[config.mk]
export PLATFORM = sky130hd
export DESIGN_NAME = rule_max_aggregator
export DESIGN_NICKNAME = d
export VERILOG_FILES = /design/src/rtl/fuzzy_agg_pkg.sv /design/src/rtl/valid_align_pipe.sv /design/src/rtl/rule_max_aggregator.sv
export SDC_FILE = /design/constraint.sdc
export NUM_CORES = 1
export LEC_CHECK = 0
export BUFFER_PORTS_ARGS = -buffer_cell sky130_fd_sc_hd__buf_4
export CORE_MARGIN = 5
export CORE_UTILIZATION = 48
export DETAILED_ROUTE_END_ITERATION = 10
export GPL_TIMING_DRIVEN = 1
export PLACE_DENSITY = 0.73
export SLEW_MARGIN = 10
export SYNTH_ARGS = -nofsm -noshare
export SYNTH_HDL_FRONTEND = slang
export SYNTH_SLANG_ARGS = --single-unit
export TNS_END_PERCENT = 20
[constraint.sdc]
create_clock -name clock -period 1.76 [get_ports clock]
set_input_delay 0 -clock clock [delete_from_list [all_inputs] [get_ports clock]]
set_output_delay 0 -clock clock [all_outputs]
set_load 0.02 [all_outputs]
[src/rtl/fuzzy_agg_pkg.sv]
// rtl/fuzzy_agg_pkg.sv - shared types and default sizes for the rule max aggregator
package fuzzy_agg_pkg;
  localparam int DEFAULT_DATA_W    = 7;
  localparam int DEFAULT_LATENCY   = 3;
  localparam int DEFAULT_NUM_RULES = 8;

  typedef logic [DEFAULT_DATA_W-1:0] strength_t;

  typedef enum logic {
    IDLE  = 1'b0,
    ACCUM = 1'b1
  } agg_state_e;
endpackage

[src/rtl/valid_align_pipe.sv]
// rtl/valid_align_pipe.sv - stall-able tag shift register that marks which start cycles carry a valid tree result
module valid_align_pipe #(
  parameter int LATENCY = 3
) (
  input  logic clock,
  input  logic reset,
  input  logic in_start,
  input  logic clear,
  output logic valid,
  output logic any_set
);
  logic [LATENCY-1:0] tag_q, tag_d, tag_shift;

  // The pipe view after this start's shift: priming lasts LATENCY-1 start cycles.
  generate
    if (LATENCY == 1) begin : g_single
      assign tag_shift = 1'b1;
    end else begin : g_multi
      assign tag_shift = {tag_q[LATENCY-2:0], 1'b1};
    end
  endgenerate

  always_comb begin
    tag_d = tag_q;
    if (clear) begin
      tag_d = '0;
    end else if (in_start) begin
      tag_d = tag_shift;
    end
  end

  always_ff @(posedge clock or negedge reset) begin
    if (!reset) begin
      tag_q <= '0;
    end else begin
      tag_q <= tag_d;
    end
  end

  assign valid   = in_start && !clear && tag_shift[LATENCY-1];
  assign any_set = |tag_q;
endmodule

[src/rtl/rule_max_aggregator.sv]
// rtl/rule_max_aggregator.sv - max-aggregates NUM_RULES rule strengths into a one-entry output buffer
// Optional winning-rule index output: define RULE_MAX_AGGREGATOR_ARGMAX_EN.
module rule_max_aggregator
  import fuzzy_agg_pkg::*;
#(
  parameter int DATA_W    = DEFAULT_DATA_W,
  parameter int LATENCY   = DEFAULT_LATENCY,
  parameter int NUM_RULES = DEFAULT_NUM_RULES,
  localparam int IDX_W    = (NUM_RULES > 1) ? $clog2(NUM_RULES) : 1
) (
  input  logic              clock,
  input  logic              reset,
  input  logic              in_start,
  input  logic [DATA_W-1:0] in_result,
  input  logic              clear,
  output logic              out_valid,
  input  logic              out_ready,
  output logic [DATA_W-1:0] out_data,
`ifdef RULE_MAX_AGGREGATOR_ARGMAX_EN
  output logic [IDX_W-1:0]  out_index,
`endif
  output logic              overflow,
  output logic              busy
);
  localparam int CNT_W = $clog2(NUM_RULES + 1);

  agg_state_e        state_q, state_d;
  logic [DATA_W-1:0] acc_q, acc_d, cand;
  logic [CNT_W-1:0]  cnt_q, cnt_d;
  logic [DATA_W-1:0] out_data_q, out_data_d;
  logic              out_valid_q, out_valid_d;
  logic              overflow_q, overflow_d;
  logic              rule_valid, tag_any, take_new, last, complete, accept;

  valid_align_pipe #(.LATENCY(LATENCY)) u_align (
    .clock    (clock),
    .reset    (reset),
    .in_start (in_start),
    .clear    (clear),
    .valid    (rule_valid),
    .any_set  (tag_any)
  );

  // Strict > so a tie keeps the earlier rule's strength (and index).
  assign take_new = (state_q == IDLE) || (in_result > acc_q);
  assign cand     = take_new ? in_result : acc_q;
  assign last     = (cnt_q == CNT_W'(NUM_RULES - 1));
  assign complete = rule_valid && last;
  assign accept   = complete && (!out_valid_q || out_ready);

  always_comb begin
    state_d     = state_q;
    acc_d       = acc_q;
    cnt_d       = cnt_q;
    out_valid_d = out_valid_q;
    out_data_d  = out_data_q;
    overflow_d  = overflow_q;

    if (rule_valid) begin
      if (last) begin
        state_d = IDLE;
        acc_d   = '0;
        cnt_d   = '0;
      end else begin
        state_d = ACCUM;
        acc_d   = cand;
        cnt_d   = cnt_q + CNT_W'(1);
      end
    end

    if (out_valid_q && out_ready) begin
      out_valid_d = 1'b0;
    end
    if (accept) begin
      out_valid_d = 1'b1;
      out_data_d  = cand;
    end else if (complete) begin
      overflow_d = 1'b1;
    end

    if (clear) begin
      state_d    = IDLE;
      acc_d      = '0;
      cnt_d      = '0;
      overflow_d = 1'b0;
    end
  end

  always_ff @(posedge clock or negedge reset) begin
    if (!reset) begin
      state_q     <= IDLE;
      acc_q       <= '0;
      cnt_q       <= '0;
      out_valid_q <= 1'b0;
      out_data_q  <= '0;
      overflow_q  <= 1'b0;
    end else begin
      state_q     <= state_d;
      acc_q       <= acc_d;
      cnt_q       <= cnt_d;
      out_valid_q <= out_valid_d;
      out_data_q  <= out_data_d;
      overflow_q  <= overflow_d;
    end
  end

`ifdef RULE_MAX_AGGREGATOR_ARGMAX_EN
  logic [IDX_W-1:0] idx_q, idx_d, out_idx_q, out_idx_d, cand_idx;

  assign cand_idx = take_new ? IDX_W'(cnt_q) : idx_q;

  always_comb begin
    idx_d     = idx_q;
    out_idx_d = out_idx_q;
    if (rule_valid) begin
      idx_d = last ? '0 : cand_idx;
    end
    if (accept) begin
      out_idx_d = cand_idx;
    end
    if (clear) begin
      idx_d = '0;
    end
  end

  always_ff @(posedge clock or negedge reset) begin
    if (!reset) begin
      idx_q     <= '0;
      out_idx_q <= '0;
    end else begin
      idx_q     <= idx_d;
      out_idx_q <= out_idx_d;
    end
  end

  assign out_index = out_idx_q;
`endif

  assign out_valid = out_valid_q;
  assign out_data  = out_data_q;
  assign overflow  = overflow_q;
  assign busy      = (state_q == ACCUM) || tag_any;
endmodule
==> results of run 1 <==
==> area by class of cell <==
| type | count | area [um^2] |
|---|---|---|
| inverter | 9 | 33.78 |
| timing repair buffer | 49 | 396.6 |
| fill | 179 | 685.7 |
| multi-input combinational | 77 | 664.4 |
| tap | 30 | 37.54 |
| clock buffer | 4 | 36.28 |
| sequential | 24 | 600.6 |
==> registers in the layout, indices dropped and copies added, names as in the netlist <==
signal,flops
out_data,7
cnt_q,4
u_align.tag_q,3
state_q,1
acc_q,7
out_valid,1
overflow,1
==> cells in the final DEF, fill, tap and decap left out, types with 3 or more instances in the layout <==
master         instances
dfrtp_1               24
nand2_1                6
o221a_1                6
inv_2                  3
buf_4                 38
ha_4                   4
nor2_1                 5
dlygate4sd3_1         10
clkbuf_4               3
or2_2                  6
inv_1                  6
nand3_1                4
ha_1                   3
a22o_1                 7
a21oi_1                5
a21oi_2                4
==> metal layers <==
metal | part of all wire, % | up-vias | global-route usage (%)
met5 | 0 | - | 0
met4 | 2.0 | 0 | 7.911
met3 | 5.4 | 7 | 4.320
met2 | 53 | 36 | 31.79
met1 | 40 | 557 | 24.16
li1 | - | 507 | -
==> cells by family (layout without fill, tap and decap cells) <==
group | Yosys count | in the layout | share of synthesized area, %
multiplexers | 2 | 2 | 1.651
AO/OA/AOI/OAI | 31 | 31 | 19.40
AND/OR/NAND/NOR | 35 | 35 | 16.72
XOR/XNOR | 1 | 1 | 0.7225
buffers and inverters | 11 | 62 | 3.715
flip-flops | 24 | 24 | 49.54
adder cells (fa/ha/maj) | 8 | 8 | 8.256
==> worst paths after layout <==
check / startpoint / to / slack (ns)
worst max register to register: acc_q[6]$_DFFE_PN0P_ / out_data[3]$_DFFE_PN0P_ / -0.13
worst max-delay path: acc_q[6]$_DFFE_PN0P_ / out_data[3]$_DFFE_PN0P_ / -0.13
worst min register to register: cnt_q[3]$_DFFE_PN0P_ / cnt_q[3]$_DFFE_PN0P_ / 0.51
worst min-delay path: in_result[2] / out_data[2]$_DFFE_PN0P_ / 0.04
min in group asynchronous: reset / acc_q[4]$_DFFE_PN0P_ / 0.09
max in group asynchronous: reset / cnt_q[3]$_DFFE_PN0P_ / 1.41
==> tightest hold or removal path, cell delays in order <==
cell	delay, ns
buf_4	0.11
mux2i_1	0.07
o22ai_1	0.11
==> power groups by stage <==
stage | Combinational [mW] | Clock, mW | Sequential (mW)
5_1_grt | 0.185 | 0.328 | 0.569
3_3_place_gp | 0.120 | 0 | 0.577
4_1_cts | 0.164 | 0.295 | 0.568
6_report | 0.170 | 0.287 | 0.568
2_1_floorplan | 0.0582 | 0 | 0.577
3_5_place_dp | 0.125 | 0 | 0.578
==> repair_timing <==
action                     CTS  global route
hold buffers                10             0
pin swaps                    8             3
setup buffers                0             1
hold endpoints to repair    43             0
setup endpoints to repair   14            15
resized for setup           14             5
==> flow_metrics.py, run 1 <==
metrics = {
    "finish": {
        "antenna-diode-count": 0,
        "layoutNonFillerInstCount": 193,
        "layout-drive-gt1-share_pct": 43.56,
        "layout.nets": 184,
        "postLayoutCoreUtil_pct": 72.07,
        "area_delta_synth_final_pct": 45.92,
        "design_area_mm2": 0.001769,
    },
    "yosys": {
        "synth_area_per_cell_um2": 10.83,
        "synth_edf_count": 0,
        "yosys-top-cells-count": "dfrtp_1, inv_1, a21oi_1, ha_1, a22o_1",
        "synth_top_area_share_pct": 49.54,
        "synth_seq_area_share_pct": 49.54,
        "ys.flop_type": "dfrtp_1",
        "synth-seq-cells": 24,
        "syn_inst": 112,
        "synth_area_leaders": "dfrtp_1, ha_1, o221a_1",
        "syn-num-nets": 132,
        "yosysWarnings": 0,
        "async_flop_share_pct": 100.0,
        "syn_area_mm2": 0.001212,
        "ys_types": 31,
        "synth_most_common_cell": "dfrtp_1",
        "yosys.area.top_type": "dfrtp_1",
    },
    "timing": {
        "worst_hold_slack_ns": 0.03553,
        "fin_ws_ns": -0.1297,
        "setup_viol": 14,
        "relSlewSlack_pct": 71.21,
        "fin_crit_ns": 1.890,
        "fin_skew_ns": 0.02059,
        "fin_crit_sh_pct": 107.4,
        "finalHoldViolations": 0,
        "slew_viol_final": 0,
        "finalSetupTns_ns": -1.059,
        "rsz0062_at_grt": "true",
        "worstMarginPinSlew_ns": 0.4310,
        "max_freq_mhz": 529.2,
    },
    "worst_setup_path": {
        "critical_path.max_stage_delay_ns": 0.40,
        "reg2reg_depth": 7,
        "cp.depth": 7,
        "cp_cell_sequence": "inv_2, ha_4, nand4_1, a21oi_2, o22ai_4, a211o_4, o221a_1",
        "critPathMaxFanout": 6,
        "cp-end-kind": "register",
        "cp.buffers_inverters": 1,
        "worstPathArrival_ns": 2.11,
        "start_kind": "register",
        "cp_slowest_cell": "dfrtp_1",
        "required_ns": 1.98,
        "crit_type": "reg -> reg",
        "cpLargestDelayFamily": "compound AO/OA/AOI/OAI gates",
    },
    "run": {
        "drv_cap": 0,
    },
    "floorplan": {
        "chipWidth_um": 60.26,
        "die_height_um": 60.26,
        "num_rows": 18,
        "io_pins": 22,
        "design.die.area_mm2": 0.003631,
        "core-area_mm2": 0.002455,
        "initial_core_util_pct": 49.39,
    },
    "drt": {
        "post_drt_wl_per_cell_um": 16.38,
        "drtPass1Iterations": 4,
        "drtAntennaViolNets": 0,
        "wirelength_um": 3162,
        "drc": 0,
        "drtIter0Drc": 64,
        "vias_per_cell": 5.736,
        "vias": 1107,
    },
    "place": {
        "place_area_mm2": 0.001530,
        "portBuffers": 21,
        "pre_cts_ws_ns": -0.1578,
        "globalplace.congestion": 0.7945,
        "dp_hpwl_um": 1979,
        "dp_cells": 178,
    },
    "pwr": {
        "power_switching_uw": 251.3,
        "power_density_mw_per_mm2": 579.5,
        "pwr-share-comb_pct": 16.6,
        "power_mw": 1.025,
        "netSwitchingFraction_pct": 24.52,
        "p_leak_nw": 0.8547,
        "power_frac_seq_pct": 55.4,
        "p_int_uw": 773.9,
        "peakVddDrop_mv": 0.5558,
        "clkPwrFrac_pct": 28.0,
    },
    "cts": {
        "cts_tree": "yes",
        "numClockSinks": 24,
        "cts.htree.levels": 1,
        "clock_latency_ns": 0.32,
        "clockRootBuffer": "clkbuf_4",
        "clk_pin_slew_worst_paths_ns": 0.14,
        "clockBufferDepth": 2,
        "cts_made_buffers": 3,
    },
    "worst_hold_path": {
        "whs_path_depth": 3,
        "hold_class": "in -> reg",
    },
    "run_status": {
        "violations": "negative setup slack",
        "status": "finished with violations",
    },
    "global_routing": {
        "antenna_found_initial": 0,
        "grt_pass1_wl_um": 5154,
        "track_usage_pct": 19.28,
        "grt.overflow.total": 0,
        "grt_max_degree": 25,
        "grt_pass1_vias": 1120,
    },
}
Power figures use the tool's default switching activity.
==> run 2, diff against run 1 <==
Settings changed: CORE_UTILIZATION 48 to 35, MAX_ROUTING_LAYER set to met4, PLACE_DENSITY 0.73 to unset.
Clock period 1.76 ns to 2.35 ns, I/O delays scaled along.
==> flow_metrics.py, run 2 (synthesis results as in run 1) <==
metrics = {
    "cts": {
        "numClockSinks": 24,
        "clockRootBuffer": "clkbuf_4",
        "cts_made_buffers": 3,
        "clk_pin_slew_worst_paths_ns": 0.12,
        "clock_latency_ns": 0.30,
        "cts_tree": "yes",
        "cts.htree.levels": 1,
        "clockBufferDepth": 2,
        "cts.repair.resized": 0,
    },
    "timing": {
        "fin_crit_ns": 2.114,
        "setup_viol": 0,
        "fin_skew_ns": 0.001424,
        "slew_viol_final": 0,
        "rsz0062_at_grt": "false",
        "relSlewSlack_pct": 68.90,
        "max_freq_mhz": 472.9,
        "worstMarginPinSlew_ns": 0.4665,
        "finalHoldViolations": 0,
        "finalSetupTns_ns": 0,
        "fin_crit_sh_pct": 89.97,
    },
    "worst_setup_path": {
        "crit-reg2reg-capture": "out_data[0]$_DFFE_PN0P_",
        "critical_path.max_stage_delay_ns": 0.39,
        "cp_cell_sequence": "inv_1, ha_1, a21oi_1, o21ai_0, o22ai_1, nand3_1, o221a_1",
        "start_kind": "register",
        "cp_slowest_cell": "dfrtp_1",
        "setup.worst_path.start": "acc_q[6]$_DFFE_PN0P_",
        "reg2reg_depth": 7,
        "required_ns": 2.55,
        "worstReg2RegStart": "acc_q[6]$_DFFE_PN0P_",
        "cpLargestDelayFamily": "compound AO/OA/AOI/OAI gates",
        "worstPathArrival_ns": 2.31,
        "cp.depth": 7,
        "cp-end-kind": "register",
        "cp.buffers_inverters": 1,
        "crit_path_end": "out_data[0]$_DFFE_PN0P_",
        "r2r_slack_ns": 0.24,
        "crit_type": "reg -> reg",
        "critPathMaxFanout": 6,
    },
    "global_routing": {
        "grt.overflow.total": 0,
        "grt_pass1_vias": 936,
        "grt_max_degree": 25,
        "antenna_found_initial": 0,
        "track_usage_pct": 12.64,
        "grt_pass1_wl_um": 4402,
    },
    "pwr": {
        "pwr-share-comb_pct": 13.1,
        "netSwitchingFraction_pct": 24.40,
        "power_density_mw_per_mm2": 447.1,
        "peakVddDrop_mv": 0.2184,
        "power_frac_seq_pct": 61.6,
        "p_leak_nw": 0.7526,
        "clkPwrFrac_pct": 25.4,
        "power_switching_uw": 169.0,
        "p_int_uw": 523.5,
    },
    "drt": {
        "wirelength_um": 2511,
        "drc": 0,
        "post_drt_wl_per_cell_um": 13.15,
        "drtPass1Iterations": 4,
        "drtAntennaViolNets": 0,
        "vias": 964,
        "vias_per_cell": 5.047,
        "drtIter0Drc": 22,
    },
    "finish": {
        "final_common_cell": "dfrtp_1",
        "postLayoutCoreUtil_pct": 46.42,
        "layout-drive-gt1-share_pct": 24.83,
        "antenna-diode-count": 0,
        "mostFrequentLayoutCells": "dfrtp_1, buf_4, dlygate4sd3_1",
        "design_area_mm2": 0.001549,
        "layout.nets": 167,
        "area_delta_synth_final_pct": 27.76,
        "nFillCells": 329,
    },
    "run_status": {
        "status": "finished clean",
    },
    "floorplan": {
        "chipWidth_um": 68.86,
        "core-area_mm2": 0.003337,
        "design.die.area_mm2": 0.004741,
        "num_rows": 21,
        "io_pins": 22,
        "die_height_um": 68.86,
        "initial_core_util_pct": 36.33,
    },
    "run": {
        "drv_cap": 0,
    },
    "place": {
        "place_area_mm2": 0.001416,
        "dp_hpwl_um": 1793,
        "globalplace.congestion": 0.7504,
        "portBuffers": 21,
    },
    "worst_hold_path": {
        "hold_class": "in -> reg",
    },
}
-- run 2: cell types whose count changed in the layout (fill, tap and decap cells not counted), sizes merged --
cell and change:
buf -18, clkbuf -1, dlygate4sd3 +1
-- run 2: final cells by class --
| class | count | area [um^2] | area share (%) |
|---|---|---|---|
| sequential | 24 | 600.6 | 38.77 |
| timing repair buffer | 32 | 267.8 | 17.29 |
| multi-input combinational | 77 | 566.8 | 36.59 |
| inverter | 9 | 33.78 | 2.181 |
| clock buffer | 3 | 22.52 | 1.454 |
| tap | 46 | 57.56 | 3.716 |
-- run 2: stage by stage --
stage	total power, mW	instances	hold slack [ns]	setup WS [ns]
2_1_floorplan	0.4742	112	-0.2956	0.5282
3_5_place_dp	0.5125	177	-0.08255	0.2395
5_1_grt	0.7245	191	0.1149	0.01462
4_1_cts	0.7014	191	0.05575	0.2131
6_report	0.6926	191	0.06493	0.2356
3_3_place_gp	0.5107	177	-0.08538	0.2535
-- run 2: worst min path at each step --
stage / slack [ns] / end / cells past startpoint / from
after floorplan: -0.30 / acc_q[0]$_DFFE_PN0P_ / 0 / reset
after global placement: -0.09 / u_align.tag_q[0]$_DFFE_PN0P_ / 1 / reset
after detailed placement: -0.08 / u_align.tag_q[1]$_DFFE_PN0P_ / 1 / reset
after CTS: 0.06 / overflow$_DFFE_PN0P_ / 4 / out_ready
after global routing: 0.11 / overflow$_DFFE_PN0P_ / 4 / out_ready
final: 0.06 / overflow$_DFFE_PN0P_ / 4 / out_ready
-- run 2: power by group through the flow --
stage / clock [mW] / combinational [mW] / sequential (mW)
floorplan: 0 / 0.0419 / 0.432
global placement: 0 / 0.0772 / 0.434
detailed placement: 0 / 0.0785 / 0.434
CTS: 0.183 / 0.0920 / 0.426
global route: 0.194 / 0.103 / 0.427
finish: 0.176 / 0.0907 / 0.426
-- run 2: tightest hold or removal path, delay by kind of cell --
family                 cells  cell delay [ns]
AND/OR/NAND/NOR            2             0.13
AO/OA/AOI/OAI              1             0.14
buffers and inverters      1             0.08
-- run 2: timing repair --
item                                    in CTS  in global routing
endpoints found under the hold margin       42                  0
endpoints found under the setup margin       0                  0
hold buffers                                11                  0
buffers inserted                             0                  0
-- run 2: routing by layer --
layer | global-route usage, % | vias to the layer above | share of wire [%]
li1 | - | 482 | -
met1 | 16.72 | 461 | 49
met2 | 19.29 | 17 | 45
met3 | 1.621 | 4 | 4.1
met4 | 5.839 | 0 | 2.0
met5 | - | - | 0
